**config.mk**
```make
export PLATFORM = sky130hd
export DESIGN_NAME = hack_cpu
export DESIGN_NICKNAME = d
export VERILOG_FILES = /design/src/rtl/hack_pkg.sv /design/src/rtl/hack_cpu_alu.sv /design/src/rtl/hack_cpu.sv
export SDC_FILE = /design/constraint.sdc
export NUM_CORES = 1
export LEC_CHECK = 0
export ABC_AREA = 1
export ABC_CLOCK_PERIOD_IN_PS = 4450
export CORE_ASPECT_RATIO = 0.6
export CORE_UTILIZATION = 35
export CTS_BUF_LIST = sky130_fd_sc_hd__clkbuf_16
export DETAILED_ROUTE_END_ITERATION = 16
export PLACE_DENSITY = 0.68
export SYNTH_ARGS = -nofsm -noshare
export SYNTH_HDL_FRONTEND = slang
export SYNTH_SLANG_ARGS = --single-unit
```
**constraint.sdc**
```tcl
create_clock -name clk -period 4.45 [get_ports clk]
set_input_delay 1.335 -clock clk [delete_from_list [all_inputs] [get_ports clk]]
set_output_delay 1.335 -clock clk [all_outputs]
set_load 0.02 [all_outputs]
```
**src/rtl/hack_pkg.sv**
```systemverilog
// hack_pkg: shared definitions for the Hack-style CPU.
//   - default data/address width and instruction width
//   - FSM state encoding
//   - instruction-register field positions
//   - ALU control bundle and the jump-condition helper
package hack_pkg;

  localparam int unsigned DW_DEFAULT = 8;
  localparam int unsigned IW_DEFAULT = 16;

  typedef enum logic {
    StFetch = 1'b0,
    StExec  = 1'b1
  } state_e;

  // Instruction-register field positions
  localparam int unsigned TYPE_BIT   = 15;  // 0: A-instruction, 1: C-instruction
  localparam int unsigned A_BIT      = 12;  // ALU y operand: 1 selects inM, 0 selects A
  localparam int unsigned COMP_HI    = 11;
  localparam int unsigned COMP_LO    = 6;
  localparam int unsigned DEST_HI    = 5;
  localparam int unsigned DEST_LO    = 3;
  localparam int unsigned DEST_A_BIT = 5;
  localparam int unsigned DEST_D_BIT = 4;
  localparam int unsigned DEST_M_BIT = 3;
  localparam int unsigned JMP_HI     = 2;
  localparam int unsigned JMP_LO     = 0;

  // Field order matches IR[11:6] so a plain cast of the comp field works
  typedef struct packed {
    logic zx;
    logic nx;
    logic zy;
    logic ny;
    logic f;
    logic no;
  } alu_ctrl_t;

  // jmp = {lt, eq, gt}
  function automatic logic jump_taken(input logic [2:0] jmp, input logic ng, input logic zr);
    return (jmp[2] & ng) | (jmp[1] & zr) | (jmp[0] & ~ng & ~zr);
  endfunction

endpackage

```
**src/rtl/hack_cpu_alu.sv**
```systemverilog
// alu: Hack ALU.
//   i_x, i_y : operands (x is D, y is A or inM)
//   i_ctrl   : zx, nx, zy, ny, f, no
//   o_out    : result; o_zr: result is zero; o_ng: result is negative (MSB set)
// Operation order: zero, then invert, then add (mod 2^DW) or AND, then invert.
module alu
  import hack_pkg::*;
#(
  parameter int unsigned DW = DW_DEFAULT
) (
  input  logic [DW-1:0] i_x,
  input  logic [DW-1:0] i_y,
  input  alu_ctrl_t     i_ctrl,
  output logic [DW-1:0] o_out,
  output logic          o_zr,
  output logic          o_ng
);

  logic [DW-1:0] w_x_z;
  logic [DW-1:0] w_x_n;
  logic [DW-1:0] w_y_z;
  logic [DW-1:0] w_y_n;
  logic [DW-1:0] w_f;

  always_comb begin
    w_x_z = i_ctrl.zx ? '0 : i_x;
    w_x_n = i_ctrl.nx ? ~w_x_z : w_x_z;
    w_y_z = i_ctrl.zy ? '0 : i_y;
    w_y_n = i_ctrl.ny ? ~w_y_z : w_y_z;
    w_f   = i_ctrl.f ? (w_x_n + w_y_n) : (w_x_n & w_y_n);
    o_out = i_ctrl.no ? ~w_f : w_f;
    o_zr  = (o_out == '0);
    o_ng  = o_out[DW-1];
  end

endmodule

```
**src/rtl/hack_cpu.sv**
```systemverilog
// hack_cpu: two-state (FETCH/EXEC) Hack-style CPU core.
//   clk, rst     : rising-edge clock, asynchronous active-high reset
//   instr        : instruction word, accepted in FETCH when instr_valid is high
//   instr_valid  : instruction-present strobe
//   instr_req    : fetch request (high in FETCH)
//   inM          : data-memory read value at addressM
//   outM         : data-memory write value (ALU result)
//   writeM       : data-memory write enable (EXEC of a dest-M C-instruction only)
//   addressM     : data-memory address (register A, pre-update during EXEC)
//   pc           : address of next instruction to fetch
module hack_cpu
  import hack_pkg::*;
#(
  parameter int unsigned DW = DW_DEFAULT,
  parameter int unsigned IW = IW_DEFAULT
) (
  input  logic          clk,
  input  logic          rst,
  input  logic [IW-1:0] instr,
  input  logic          instr_valid,
  output logic          instr_req,
  input  logic [DW-1:0] inM,
  output logic [DW-1:0] outM,
  output logic          writeM,
  output logic [DW-1:0] addressM,
  output logic [DW-1:0] pc
);

  state_e        r_state;
  state_e        w_state_next;
  logic [IW-1:0] r_ir;
  logic [DW-1:0] r_a;
  logic [DW-1:0] r_d;
  logic [DW-1:0] r_pc;

  logic          w_ir_load;
  logic          w_exec;
  logic          w_is_c;
  logic          w_load_a;
  logic          w_load_d;
  logic          w_jump;
  logic [DW-1:0] w_a_next;
  logic [DW-1:0] w_pc_next;
  logic [DW-1:0] w_alu_y;
  logic [DW-1:0] w_alu_out;
  logic          w_alu_zr;
  logic          w_alu_ng;
  alu_ctrl_t     w_alu_ctrl;
  logic          w_unused_ir;

  // FSM next-state and handshake
  always_comb begin
    w_state_next = r_state;
    instr_req    = 1'b0;
    w_ir_load    = 1'b0;
    w_exec       = 1'b0;
    unique case (r_state)
      StFetch: begin
        instr_req = 1'b1;
        if (instr_valid) begin
          w_ir_load    = 1'b1;
          w_state_next = StExec;
        end
      end
      StExec: begin
        w_exec       = 1'b1;
        w_state_next = StFetch;
      end
      default: w_state_next = StFetch;
    endcase
  end

  // Decode
  always_comb begin
    w_is_c     = r_ir[TYPE_BIT];
    w_alu_ctrl = alu_ctrl_t'(r_ir[COMP_HI:COMP_LO]);
    w_alu_y    = r_ir[A_BIT] ? inM : r_a;
    w_load_a   = w_exec & (~w_is_c | r_ir[DEST_A_BIT]);
    w_load_d   = w_exec & w_is_c & r_ir[DEST_D_BIT];
    w_a_next   = w_is_c ? w_alu_out : r_ir[DW-1:0];
    w_jump     = w_is_c & jump_taken(r_ir[JMP_HI:JMP_LO], w_alu_ng, w_alu_zr);
    // Jump target is the pre-update A even when A is also a destination
    w_pc_next  = w_jump ? r_a : (r_pc + DW'(1));
  end

  // Bits 14:13 of a C-instruction carry no meaning
  assign w_unused_ir = ^r_ir[14:13];

  alu #(
    .DW(DW)
  ) u_alu (
    .i_x   (r_d),
    .i_y   (w_alu_y),
    .i_ctrl(w_alu_ctrl),
    .o_out (w_alu_out),
    .o_zr  (w_alu_zr),
    .o_ng  (w_alu_ng)
  );

  always_ff @(posedge clk or posedge rst) begin
    if (rst) begin
      r_state <= StFetch;
    end else begin
      r_state <= w_state_next;
    end
  end

  always_ff @(posedge clk or posedge rst) begin
    if (rst) begin
      r_ir <= '0;
    end else if (w_ir_load) begin
      r_ir <= instr;
    end
  end

  always_ff @(posedge clk or posedge rst) begin
    if (rst) begin
      r_a  <= '0;
      r_d  <= '0;
      r_pc <= '0;
    end else if (w_exec) begin
      if (w_load_a) r_a <= w_a_next;
      if (w_load_d) r_d <= w_alu_out;
      r_pc <= w_pc_next;
    end
  end

  assign outM     = w_alu_out;
  assign addressM = r_a;
  assign pc       = r_pc;
  // State is forced to FETCH asynchronously, so this drops as soon as rst rises
  assign writeM   = w_exec & w_is_c & r_ir[DEST_M_BIT];

endmodule

```
==> results.py, run 1 <==
metrics = {
    "timing": {
        "worst_slew_pin_slew_ns": 0.711,
        "clock.fmax_ghz": 0.228,
        "max-slew-margin-rel_pct": 52.6,
        "final_hold_viol_count": 0,
        "period_needed_ns": 4.39,
        "setup-violations-final": 0,
        "fin_worst_skew_ns": 0.00535,
        "layout_worst_path_cycle_share_pct": 98.7,
        "slew_violations": 0,
        "setup_ws_ns": 0.0587,
    },
    "floorplanning": {
        "start_util_pct": 37.3,
        "dieWidth_um": 118,
        "dieArea_sq_um": 8380,
        "row_count": 24,
        "io_pins": 53,
        "die_height_um": 71.3,
        "coreArea_sq_um": 7510,
    },
    "flow_run": {
        "max-cap-violations": 0,
    },
    "critical_path": {
        "crit_chain": "clkdlybuf4s15_2 -> o21ai_2 -> xor2_2 -> ha_4 -> buf_4 -> nand2_2 -> inv_2 -> nand3_4 -> nand2_2 -> nand2_1 -> nand3_1 -> nand3_1 -> nand2_2 -> buf_6",
        "r2r_end": "pc[5]",
        "cp_common_cell": "nand2_2",
        "r2r_cells": 27,
        "worstPathMaxFanout": 4,
        "crit_type": "in2out",
        "worst_path_max_delay_cell": "xor2_2",
        "slowest_delay_ns": 0.26,
        "path_delay_family": "simple AND/OR/NAND/NOR gates",
        "cp.buffers_inverters": 4,
        "cp-start-kind": "primary input",
        "cp.arrival_ns": 3.06,
        "rrSetupSlack_ns": 0.40,
        "r2r_start": "r_ir[12]",
        "cp_num_cells": 14,
        "endpoint_kind": "output port",
        "required_ns": 3.12,
    },
    "min_path": {
        "hp-class": "reg2reg",
        "min_to": "r_d[2]",
        "worstHoldStart": "r_d[2]",
        "worstHoldPathCells": 2,
    },
    "cts": {
        "cts_inserted_buffers": 5,
        "cts_hold_repair.buffers": 0,
        "clk_latency_ns": 0.28,
        "cts_max_path_buffers": 2,
        "cts_max_level": 2,
        "cts_sinks": 39,
        "cts_tree": "done",
        "root_buffer": "clkbuf_16",
        "clkTransAtPathRegs_ns": 0.06,
    },
    "global_route": {
        "grt_start_max_net_pins": 40,
        "grt_overflow": 0,
        "grt_first_pass_wirelength_um": 13900,
        "grtUsageTotal_pct": 21.2,
        "grt_pass1_vias": 2764,
        "grt_antenna_before_repair": 0,
    },
    "synth": {
        "ys_top_cells_by_area": "dfrtp_1, nand2_1, nand3_1",
        "yosys_register_bits": 39,
        "synth_nets": 435,
        "syn_area_sq_um": 2800,
        "yosysSeqAreaShare_pct": 34.8,
        "synthCells": 398,
        "synth_top_cell_area_share_pct": 34.8,
        "yosysTopAreaCell": "dfrtp_1",
        "ys_warn_count": 0,
        "postSynthAreaPerCell_sq_um": 7.04,
        "synth_cell_type_count": 28,
    },
    "route": {
        "routedWlPerCell_um": 15.2,
        "wl_um": 8980,
        "dr.pass1.iters": 5,
        "routed-via-count": 2965,
        "drt-initial-drc-count": 230,
        "drc": 0,
        "post_drt_via_cell_ratio": 5.03,
        "drtAntennaViolNets": 0,
    },
    "final_layout": {
        "multi_input_area_sq_um": 1910,
        "fin_util_pct": 55.9,
        "layout-drive-gt1-share_pct": 31.9,
        "mostFrequentLayoutCell": "nand2_1",
        "fillCellCount": 724,
        "register_area_sq_um": 976,
        "final_area_sq_um": 4200,
        "area_growth_pct": 49.8,
        "diodes": 0,
        "finalNetCount": 522,
        "final_cell_mix": "nand2_1, buf_4, inv_1",
        "final_cells": 590,
    },
    "pwr": {
        "ir_drop_uv": 234,
        "power_density_nw_per_um2": 742,
        "static-leakage-power_nw": 2.04,
    },
    "placement": {
        "placed_cell_area_sq_um": 3550,
        "place.gp.congestion": 0.859,
        "io_buffers": 50,
        "preCtsSetupSlack_ns": -0.873,
        "dpl.hpwl_um": 6160,
        "place_inst": 563,
    },
    "run_status": {
        "status": "finished clean",
    },
}
## per-layer routing
| layer | up-vias | GRT usage, % | share of wire, % |
|---|---|---|---|
| li1 | 1441 | - | - |
| met1 | 1408 | 32.3 | 49 |
| met2 | 111 | 31.1 | 42 |
| met3 | 5 | 5.10 | 8.7 |
| met4 | 0 | 2.14 | 0.21 |
| met5 | - | 0 | 0 |
## worst max path at each step
stage	to	startpoint
final	outM[6]	inM[5]
after detailed placement	outM[6]	inM[0]
after floorplan	outM[6]	inM[0]
after global placement	outM[6]	inM[0]
after CTS	outM[7]	inM[6]
after global routing	outM[5]	inM[4]
## cell usage after synthesis
cell type	number
nand2_1	120
nand3_1	46
inv_1	44
dfrtp_1	39
o21ai_0	34
xor2_1	21
a21oi_1	16
nor2_1	13
nand2_2	11
clkbuf_1	10
ha_1	9
nand3_2	5
inv_2	4
buf_4	3
o22ai_1	3
xnor2_1	3
buf_6	2
nand2_4	2
nand4_1	2
nor3_1	2
or2_2	2
clkinv_1	1
fa_1	1
inv_4	1
nand3_4	1
nor2_2	1
o211ai_1	1
o21ai_1	1
## where the power goes
part           leakage (nW)  total, mW  internal [mW]  switching, mW
Clock                0.0812      0.401          0.261          0.140
Sequential            0.483      0.577          0.465          0.112
Combinational          1.48       2.14          0.978           1.16
## cell families (layout without fill, tap and decap cells)
group	Yosys count	in the layout	share of synthesized area, %
and+or+nand+nor	205	206	33.2
buffers and inverters	65	152	9.73
AOI/OAI and AO/OA	55	55	10.0
DFF	39	39	34.8
xor gates and xnor gates	24	24	7.50
adders and majority gates	10	10	4.73
## worst register-to-register path, delay by kind of cell, from the launching register on
family	cells	cell delay, ns
buffers and inverters	9	1.51
AND/OR/NAND/NOR	14	1.22
flip-flops	1	0.37
AO/OA/AOI/OAI	2	0.33
adder cells (fa/ha/maj)	1	0.26
XOR/XNOR	1	0.25
## flip-flops by register name, indices dropped and copies added (netlist names)
name      count
addressM      8
pc            8
r_d           8
r_ir         14
r_state       1
## per-stage QoR
step | power [mW] | TNS, ns | hold slack (ns)
floorplan | 1.54 | 0 | 0.449
global placement | 2.13 | -5.87 | 0.466
detailed placement | 2.17 | -5.96 | 0.470
CTS | 2.81 | 0 | 0.489
global route | 3.34 | -0.0694 | 0.512
finish | 3.11 | 0 | 0.485
## cell type report
cell class                      instances  share of cell area, %
Clock buffer                            5                   2.98
Clock inverter                          3                  0.924
Inverter                               50                   4.53
Multi-Input combinational cell        295                   45.6
Sequential cell                        39                   23.2
Tap cell                              104                   3.10
Timing Repair Buffer                   94                   19.6
## repair_timing
item	in CTS	in global routing
endpoints found under the setup margin	8	16
gates cloned	0	1
buffers inserted	17	4
resized for setup	86	64
pin swaps	33	44
Power figures use the tool's default switching activity.
==> run 2, diff against run 1 <==
Settings changed: REMOVE_ABC_BUFFERS set to 1.
==> run 2 against run 1 <==
Effect of this change: setup slack improved by 0.015 ns; fmax rose by 0.34%; cell area fell by 3.0%; count of clock-buffer cells in the layout did not move; sequential power rose by 0.7%; critical endpoint is now outM[3]; register-to-register slack barely moved; largest power group unchanged; clock power fell by 15%; combinational power fell by 5%.
==> results.py, run 2 (synthesis gave the netlist of run 1 again) <==
metrics = {
    "placement": {
        "dpl.hpwl_um": 6220,
        "io_buffers": 50,
        "place.gp.congestion": 0.860,
        "placed_cell_area_sq_um": 3520,
    },
    "timing": {
        "period_needed_ns": 4.38,
        "worst_slew_pin_slew_ns": 0.594,
        "setup-violations-final": 0,
        "slew_violations": 0,
        "max-slew-margin-rel_pct": 60.1,
        "clock.fmax_ghz": 0.229,
        "fin_worst_skew_ns": 0.00556,
        "final_hold_viol_count": 0,
        "whs_ns": 0.489,
        "layout_worst_path_cycle_share_pct": 98.3,
        "tns_ns": 0,
    },
    "critical_path": {
        "worstPathMaxFanout": 4,
        "cp.arrival_ns": 3.04,
        "cp-start-kind": "primary input",
        "worst_path_max_delay_cell": "ha_1",
        "slowest_delay_ns": 0.32,
        "required_ns": 3.12,
        "crit_type": "in2out",
        "crit_chain": "buf_2 -> o21ai_2 -> xor2_1 -> ha_1 -> buf_4 -> nand3_4 -> buf_4 -> nand3_1 -> nand3_1 -> nand3_1 -> nand2_2 -> inv_2 -> buf_6",
        "crit_start": "inM[2]",
        "endpoint_kind": "output port",
        "cp_common_cell": "nand3_1",
        "rrSetupSlack_ns": 0.41,
        "r2r_start": "r_ir[12]",
    },
    "global_route": {
        "grt_pass1_vias": 2697,
        "grt_start_max_net_pins": 40,
        "grt_antenna_before_repair": 0,
        "grt_overflow": 0,
        "grtUsageTotal_pct": 20.4,
        "grt_first_pass_wirelength_um": 13300,
    },
    "route": {
        "routedWlPerCell_um": 14.7,
        "post_drt_via_cell_ratio": 5.00,
        "highest_layer": "met4",
        "dr.pass1.iters": 7,
        "wl_um": 8580,
        "drt-initial-drc-count": 280,
        "met2WireLength_um": 3640,
        "drtAntennaViolNets": 0,
        "drc": 0,
        "wl_met3_um": 812,
        "routed-via-count": 2911,
        "wl_met1_um": 4030,
    },
    "floorplanning": {
        "dieArea_sq_um": 8380,
        "row_count": 24,
        "dieWidth_um": 118,
        "start_util_pct": 37.3,
        "die_height_um": 71.3,
        "io_pins": 53,
        "coreArea_sq_um": 7510,
    },
    "final_layout": {
        "largest_reg_flops": 14,
        "final_cell_mix": "nand2_1, inv_1, dfrtp_1",
        "mostFrequentLayoutCell": "nand2_1",
        "top_register": "r_ir",
        "layout-drive-gt1-share_pct": 30.5,
        "final_area_sq_um": 4070,
        "fin_util_pct": 54.3,
        "finalNetCount": 514,
        "diodes": 0,
        "area_growth_pct": 45.4,
        "fillCellCount": 719,
    },
    "cts": {
        "cts_tree": "done",
        "clkTransAtPathRegs_ns": 0.05,
        "cts_sinks": 39,
        "clk_latency_ns": 0.28,
        "root_buffer": "clkbuf_16",
        "cts_max_path_buffers": 2,
        "cts_inserted_buffers": 5,
        "cts_hold_repair.buffers": 0,
        "cts_max_level": 2,
    },
    "pwr": {
        "static-leakage-power_nw": 1.98,
        "power_density_nw_per_um2": 725,
        "ir_drop_uv": 261,
    },
    "min_path": {
        "hp-class": "reg2reg",
        "worstHoldStart": "r_d[4]",
    },
    "run_status": {
        "status": "finished clean",
    },
    "flow_run": {
        "max-cap-violations": 0,
    },
}
==> run 2: path summary, 6_finish.rpt <==
kind	depth (start not counted)	endpoint
max in group asynchronous	3	addressM[4]
hold / removal	2	r_d[4]
setup / recovery	13	outM[3]
min in group asynchronous	3	r_ir[2]
setup reg to reg	30	pc[5]
hold reg to reg	2	r_d[4]
==> run 2: metrics by stage <==
stage	instances	worst slack (ns)	power (mW)
2_1_floorplan	383	0.257	1.52
3_3_place_gp	559	-0.826	2.08
3_5_place_dp	559	-0.889	2.13
4_1_cts	580	-0.000334	2.66
5_1_grt	582	-0.0472	3.15
6_report	582	0.0738	2.95
==> run 2: area by class of cell <==
cell class,count,area (sq um),share of cell area (%)
clock inverter,3,12.5,0.307
multi-input combinational,295,1890,46.4
clock buffer,5,125,3.07
timing repair buffer,86,746,18.3
tap,104,130,3.19
sequential,39,976,24.0
inverter,50,193,4.73
==> run 2: metal layers <==
layer	global-route usage, %	vias up
met5	0	-
met4	5.98	0
met3	4.70	12
met2	30.4	119
met1	29.5	1355
li1	-	1425
==> run 2: repair_timing <==
action                                  CTS  global route
endpoints found under the setup margin    8            15
resized for setup                        87            65
cloned                                    0             1
buffers inserted                         14             1
pin swaps                                33            40
endpoints found under the hold margin     0             0
==> run 2: critical path: cells and delay by family <==
family | cells | cell delay [ns]
adders and majority gates | 1 | 0.32
AOI/OAI and AO/OA | 1 | 0.14
buffers and inverters | 5 | 0.56
xor gates and xnor gates | 1 | 0.21
and+or+nand+nor | 5 | 0.47
==> run 2: power by group <==
part	switching, mW	internal [mW]	leakage (nW)	total, mW
Sequential	0.116	0.465	0.483	0.581
Clock	0.137	0.202	0.0762	0.339
Combinational	1.13	0.907	1.42	2.03
Total	1.38	1.57	1.98	2.95
